### src/rtl/fetch_sequencer.sv
// Program counter and one-entry fetch stage for the 19-bit / 12-bit-address core.
// Issues one instruction per cycle and applies jump, call and return redirects.
module fetch_sequencer #(
  parameter int ADDR_W    = 12,
  parameter int INS_W     = 19,
  parameter int RAS_DEPTH = 8
) (
  input  logic              clk,
  input  logic              rst,
  output logic [ADDR_W-1:0] imem_addr,
  input  logic [INS_W-1:0]  imem_instruction,
  input  logic              stall,
  input  logic              halt,
  input  logic              resume,
  input  logic              jump_valid,
  input  logic              call_valid,
  input  logic              ret_valid,
  input  logic [ADDR_W-1:0] jump_target,
  output logic [INS_W-1:0]  ins_out,
  output logic              ins_valid,
  output logic [ADDR_W-1:0] pc_out,
  output logic              ras_overflow,
  output logic              ras_underflow,
  output logic [1:0]        state_out
);

  localparam int SP_W = $clog2(RAS_DEPTH);
  localparam logic [SP_W:0] SP_FULL = (SP_W + 1)'(RAS_DEPTH);

  typedef enum logic [1:0] {
    ST_BOOT  = 2'd0,
    ST_RUN   = 2'd1,
    ST_HALT  = 2'd2,
    ST_FAULT = 2'd3
  } state_t;

  state_t            state;
  logic [ADDR_W-1:0] pc;
  logic [SP_W:0]     sp;
  logic [ADDR_W-1:0] stack [RAS_DEPTH];

  logic              accept;
  logic              do_ret;
  logic              do_call;
  logic              do_jump;
  logic              push;
  logic [SP_W-1:0]   top_idx;
  logic [ADDR_W-1:0] ret_addr;

  // Redirects only count against an on-path instruction that decode is taking.
  assign accept   = (state == ST_RUN) && !halt && !stall && ins_valid;
  assign do_ret   = accept && ret_valid;
  assign do_call  = accept && !ret_valid && call_valid;
  assign do_jump  = accept && !ret_valid && !call_valid && jump_valid;
  assign push     = do_call && (sp != SP_FULL);
  assign top_idx  = sp[SP_W-1:0] - SP_W'(1);
  assign ret_addr = pc_out + ADDR_W'(1);

  assign imem_addr = pc;
  assign state_out = state;

  // Stack storage is deliberately unreset; sp alone decides which entries are live.
  always_ff @(posedge clk) begin
    if (push) begin
      stack[sp[SP_W-1:0]] <= ret_addr;
    end
  end

  always_ff @(posedge clk or negedge rst) begin
    if (!rst) begin
      state         <= ST_BOOT;
      pc            <= '0;
      sp            <= '0;
      ins_out       <= '0;
      ins_valid     <= 1'b0;
      pc_out        <= '0;
      ras_overflow  <= 1'b0;
      ras_underflow <= 1'b0;
    end else begin
      case (state)
        ST_BOOT: state <= ST_RUN;
        ST_RUN: begin
          if (halt) begin
            state     <= ST_HALT;
            ins_valid <= 1'b0;
          end else if (do_ret) begin
            ins_valid <= 1'b0;
            if (sp == '0) begin
              ras_underflow <= 1'b1;
              state         <= ST_FAULT;
            end else begin
              sp <= sp - (SP_W + 1)'(1);
              pc <= stack[top_idx];
            end
          end else if (do_call) begin
            ins_valid <= 1'b0;
            if (sp == SP_FULL) begin
              ras_overflow <= 1'b1;
              state        <= ST_FAULT;
            end else begin
              sp <= sp + (SP_W + 1)'(1);
              pc <= jump_target;
            end
          end else if (do_jump) begin
            ins_valid <= 1'b0;
            pc        <= jump_target;
          end else if (!stall) begin
            ins_out   <= imem_instruction;
            pc_out    <= pc;
            ins_valid <= 1'b1;
            pc        <= pc + ADDR_W'(1);
          end
        end
        ST_HALT: begin
          if (resume && !halt) begin
            state <= ST_RUN;
          end
        end
        default: ;
      endcase
    end
  end

endmodule

### config.mk
export PLATFORM = sky130hd
export DESIGN_NAME = fetch_sequencer
export DESIGN_NICKNAME = d
export VERILOG_FILES = /design/src/rtl/fetch_sequencer.sv
export SDC_FILE = /design/constraint.sdc
export NUM_CORES = 1
export LEC_CHECK = 0
export ABC_AREA = 1
export BUFFER_PORTS_ARGS = -buffer_cell sky130_fd_sc_hd__buf_2
export CORE_MARGIN = 1.5
export CORE_UTILIZATION = 25
export DETAILED_ROUTE_END_ITERATION = 6
export SYNTH_ARGS = -nofsm -noshare
export SYNTH_HDL_FRONTEND = slang
export SYNTH_SLANG_ARGS = --single-unit
### constraint.sdc
create_clock -name clk -period 2.7 [get_ports clk]
set_input_delay 0.135 -clock clk [delete_from_list [all_inputs] [get_ports clk]]
set_output_delay 0.135 -clock clk [all_outputs]
set_load 0.1 [all_outputs]
==> summary.txt <==
Status
  – Outcome: completed

Hold path
  – Hold WC Path Type: primary input to flip-flop
  – Hold_sp: resume

Final layout
  – Register Area: 4180 um2
  – Filler cells: 2746
  – Fin area: 8500 um2
  – Area of the multi-input gates: 2190 um2
  – Share of layout cells above drive strength 1: 19.3%
  – Syn-to-layout area delta: 25.8%
  – # nets final: 857
  – Diode count: 0

Drt
  – Drt initial violations: 511
  – Total Wirelength: 17700 um
  – Vias/cell: 4.47
  – Post-DR wirelength/cell: 15.2 um
  – Residual DRC: 0
  – Via count: 5209
  – 1st-pass router iterations: 5
  – DRT antenna net count: 0

Pwr
  – Pwr dens: 1190 nW/um2
  – Leakage power: 3.71 nW
  – Pwr Total: 10.1 mW
  – Worst vdd ir: 1.02 mV

GRT
  – Initial antenna violation count: 0
  – Largest net degree at the start of global routing: 53
  – Vias in the first global route: 5135
  – Global route total overflow: 0
  – First-pass GRT wire length: 28200 um
  – Total GRT Usage: 12.9%

Clocking
  – CTS Buf Count: 17
  – Post-CTS Setup Bufs: 0
  – Clock transition at the registers of the reported paths: 0.06 ns
  – Clock sink count: 148
  – Post-cts sizing count: 0
  – TritonCTS clock tree: done
  – Later-pin clock latency in the skew report: 0.43 ns
  – Worst-case clock buffer depth: 2
  – Root buffer cell: clkbuf_16
  – Hold buffers post-CTS: 20
  – CTS H-tree depth: 4

Die
  – Starting Density: 25.3%
  – Die W: 167 um
  – Row count: 60
  – Die Y: 167 um
  – Number of primary I/O pins: 87
  – Core Box Area: 26700 um2
  – Die area: 28000 um2

Logic synthesis
  – Yosys cell types: 31
  – Xor/xnor share of the synthesized area: 1.79%
  – Main area contributors after synthesis: edfxtp_1 43%, dfrtp_1 19%, nand2_1 8.2%, o21ai_0 5.8%, nor2_1 5.4%
  – Top_reg_cell synth: edfxtp_1
  – Cells after Synth: 700
  – Synth Area in Simple Gates: 20.8%
  – Yosys top cell by area: edfxtp_1
  – Post-synth EDFFs: 96
  – Most numerous cell in the Yosys netlist: nand2_1
  – Syn nets: 745
  – Syn Std Cell Area: 6760 um2
  – Synth warn: 0
  – Post-synth top cells: 148 x nand2_1, 97 x nor2_1, 96 x edfxtp_1
  – Synth async-reset ratio: 35.1%
  – Sequential area share after synthesis: 61.9%
  – Compound-Gate Fraction of Synth Area: 8.01%
  – Synth Area in Adders: 1.22%
  – Seq cells post-synth: 148
  – Top cell type's share of synthesized area: 42.6%
  – Synth Area per Inst: 9.66 um2
  – Mux cell area share after synthesis: 0%
  – Largest family of logic cells by synthesized area: simple AND/OR/NAND/NOR gates

Timing
  – Hold_ws: 0.0343 ns
  – Worst-Margin Slew: 0.708 ns
  – Relative slew slack: 52.5%
  – Final max-slew violation count: 0
  – Final hold vios: 0
  – Post-layout worst setup margin: 0.351 ns
  – Setup violators final: 0
  – FMAX: 0.426 GHz
  – Period utilisation layout: 87.0%
  – Worst Clk Skew: 0.0110 ns
  – RSZ-0062 raised after global routing: no
  – Tmin final: 2.35 ns
  – Final setup TNS: 0 ns

Critical path
  – Crit path DAT: 2.71 ns
  – Worst Path Max Fanout: 38
  – CP cell instances: inv_1 -> ha_1 -> buf_4 -> o21ai_0 -> o211ai_1 -> nand3_1 -> nand2_1 -> nand2_1 -> nand2_1
  – Critical path's slowest cell: dfrtp_1
  – WP data required: 3.06 ns
  – Startpoint types: flip-flop
  – Crit end category: flip-flop
  – Worst setup path start: sp[1]
  – Crit Path Class: flip-flop to flip-flop
  – R2r startpoint: sp[1]
  – Crit path top cell by count: nand2_1
  – CP max stage delay: 0.50 ns

Flow run
  – Total of max-cap violations: 0

Placed design
  – Port buffer count: 86
  – Gpl congestion: 0.848
  – Pre-CTS setup slack: 0.387 ns
  – DP Area: 7650 um2
  – Post-DP HPWL: 11600 um
==> cells by family after synthesis <==
kind of cell | count (synthesis)
AOI/OAI and AO/OA | 101
and+or+nand+nor | 330
adders and majority gates | 6
buffers and inverters | 102
DFF | 148
xor gates and xnor gates | 13
==> state kept, by name (all words and copies together) (netlist names) <==
| name | count |
|---|---|
| stack | 96 |
| pc_out | 12 |
| imem_addr | 12 |
| ins_valid | 1 |
| ras_underflow | 1 |
| ras_overflow | 1 |
| sp | 4 |
| state_out | 2 |
| ins_out | 19 |
==> layout by cell type (no fill, tap or decap), types with 3 or more instances in the layout <==
cell type,netlist,final
nand2_1,148,148
edfxtp_1,96,96
o21ai_0,78,78
dlygate4sd3_1,0,20
o211ai_1,14,14
nand3_1,51,51
inv_1,64,64
buf_4,3,18
nand4_1,14,14
clkinv_2,0,3
nor3_2,0,8
clkbuf_16,0,17
dfrtp_1,52,52
nand3_2,3,3
xnor2_1,4,4
buf_2,22,86
o21ai_1,6,6
ha_1,5,5
nor2_2,3,3
xor2_1,8,8
nor2_1,97,97
inv_2,4,4
bufinv_16,0,5
==> layer usage <==
layer / GRT usage (%) / vias to the layer above / part of all wire [%] / wire, um
met3: 3.71 / 17 / 7.3 / 1290
li1: - / 2560 / - / -
met1: 16.2 / 2438 / 44 / 7760
met4: 3.88 / 0 / 1.2 / 206
met5: 0 / - / 0 / 0
met2: 21.7 / 194 / 48 / 8440
==> final timing paths <==
| kind | to | slack [ns] | depth (start not counted) |
|---|---|---|---|
| max in group asynchronous | sp[3] | 1.87 | 3 |
| hold / removal | state_out[1] | 0.03 | 4 |
| hold reg to reg | ras_overflow | 0.47 | 2 |
| min in group asynchronous | ins_out[18] | 0.37 | 3 |
| setup / recovery | imem_addr[4] | 0.35 | 9 |
| setup reg to reg | imem_addr[4] | 0.35 | 9 |
==> layout make-up <==
cell class                 count  share of cell area [%]
sequential                   148                    49.2
multi-input combinational    450                    25.7
timing repair buffer         125                    9.24
clock buffer                  20                    5.37
tap                          341                    5.02
inverter                      70                    3.09
clock inverter                12                    2.34
==> critical path: cells and delay by family, from the launching register on <==
kind                     cells  cell delay [ns]
flip-flops                   1             0.50
AO/OA/AOI/OAI                2             0.39
AND/OR/NAND/NOR              4             0.43
buffers and inverters        2             0.62
adder cells (fa/ha/maj)      1             0.35
==> per-stage QoR <==
| stage | utilization [%] | std cells |
|---|---|---|
| final | 31.8 | 1166 |
| after detailed placement | 28.6 | 1114 |
| after global placement | 28.6 | 1114 |
| after CTS | 31.8 | 1166 |
| after floorplan | - | 700 |
| after global routing | 31.8 | 1166 |
==> power by group <==
group	switching, mW	internal, mW	leakage (nW)
clock network	0.914	1.69	0.321
logic	3.47	0.770	1.83
registers	0.340	2.94	1.55
total	4.73	5.40	3.71
Power figures use the tool's default switching activity.
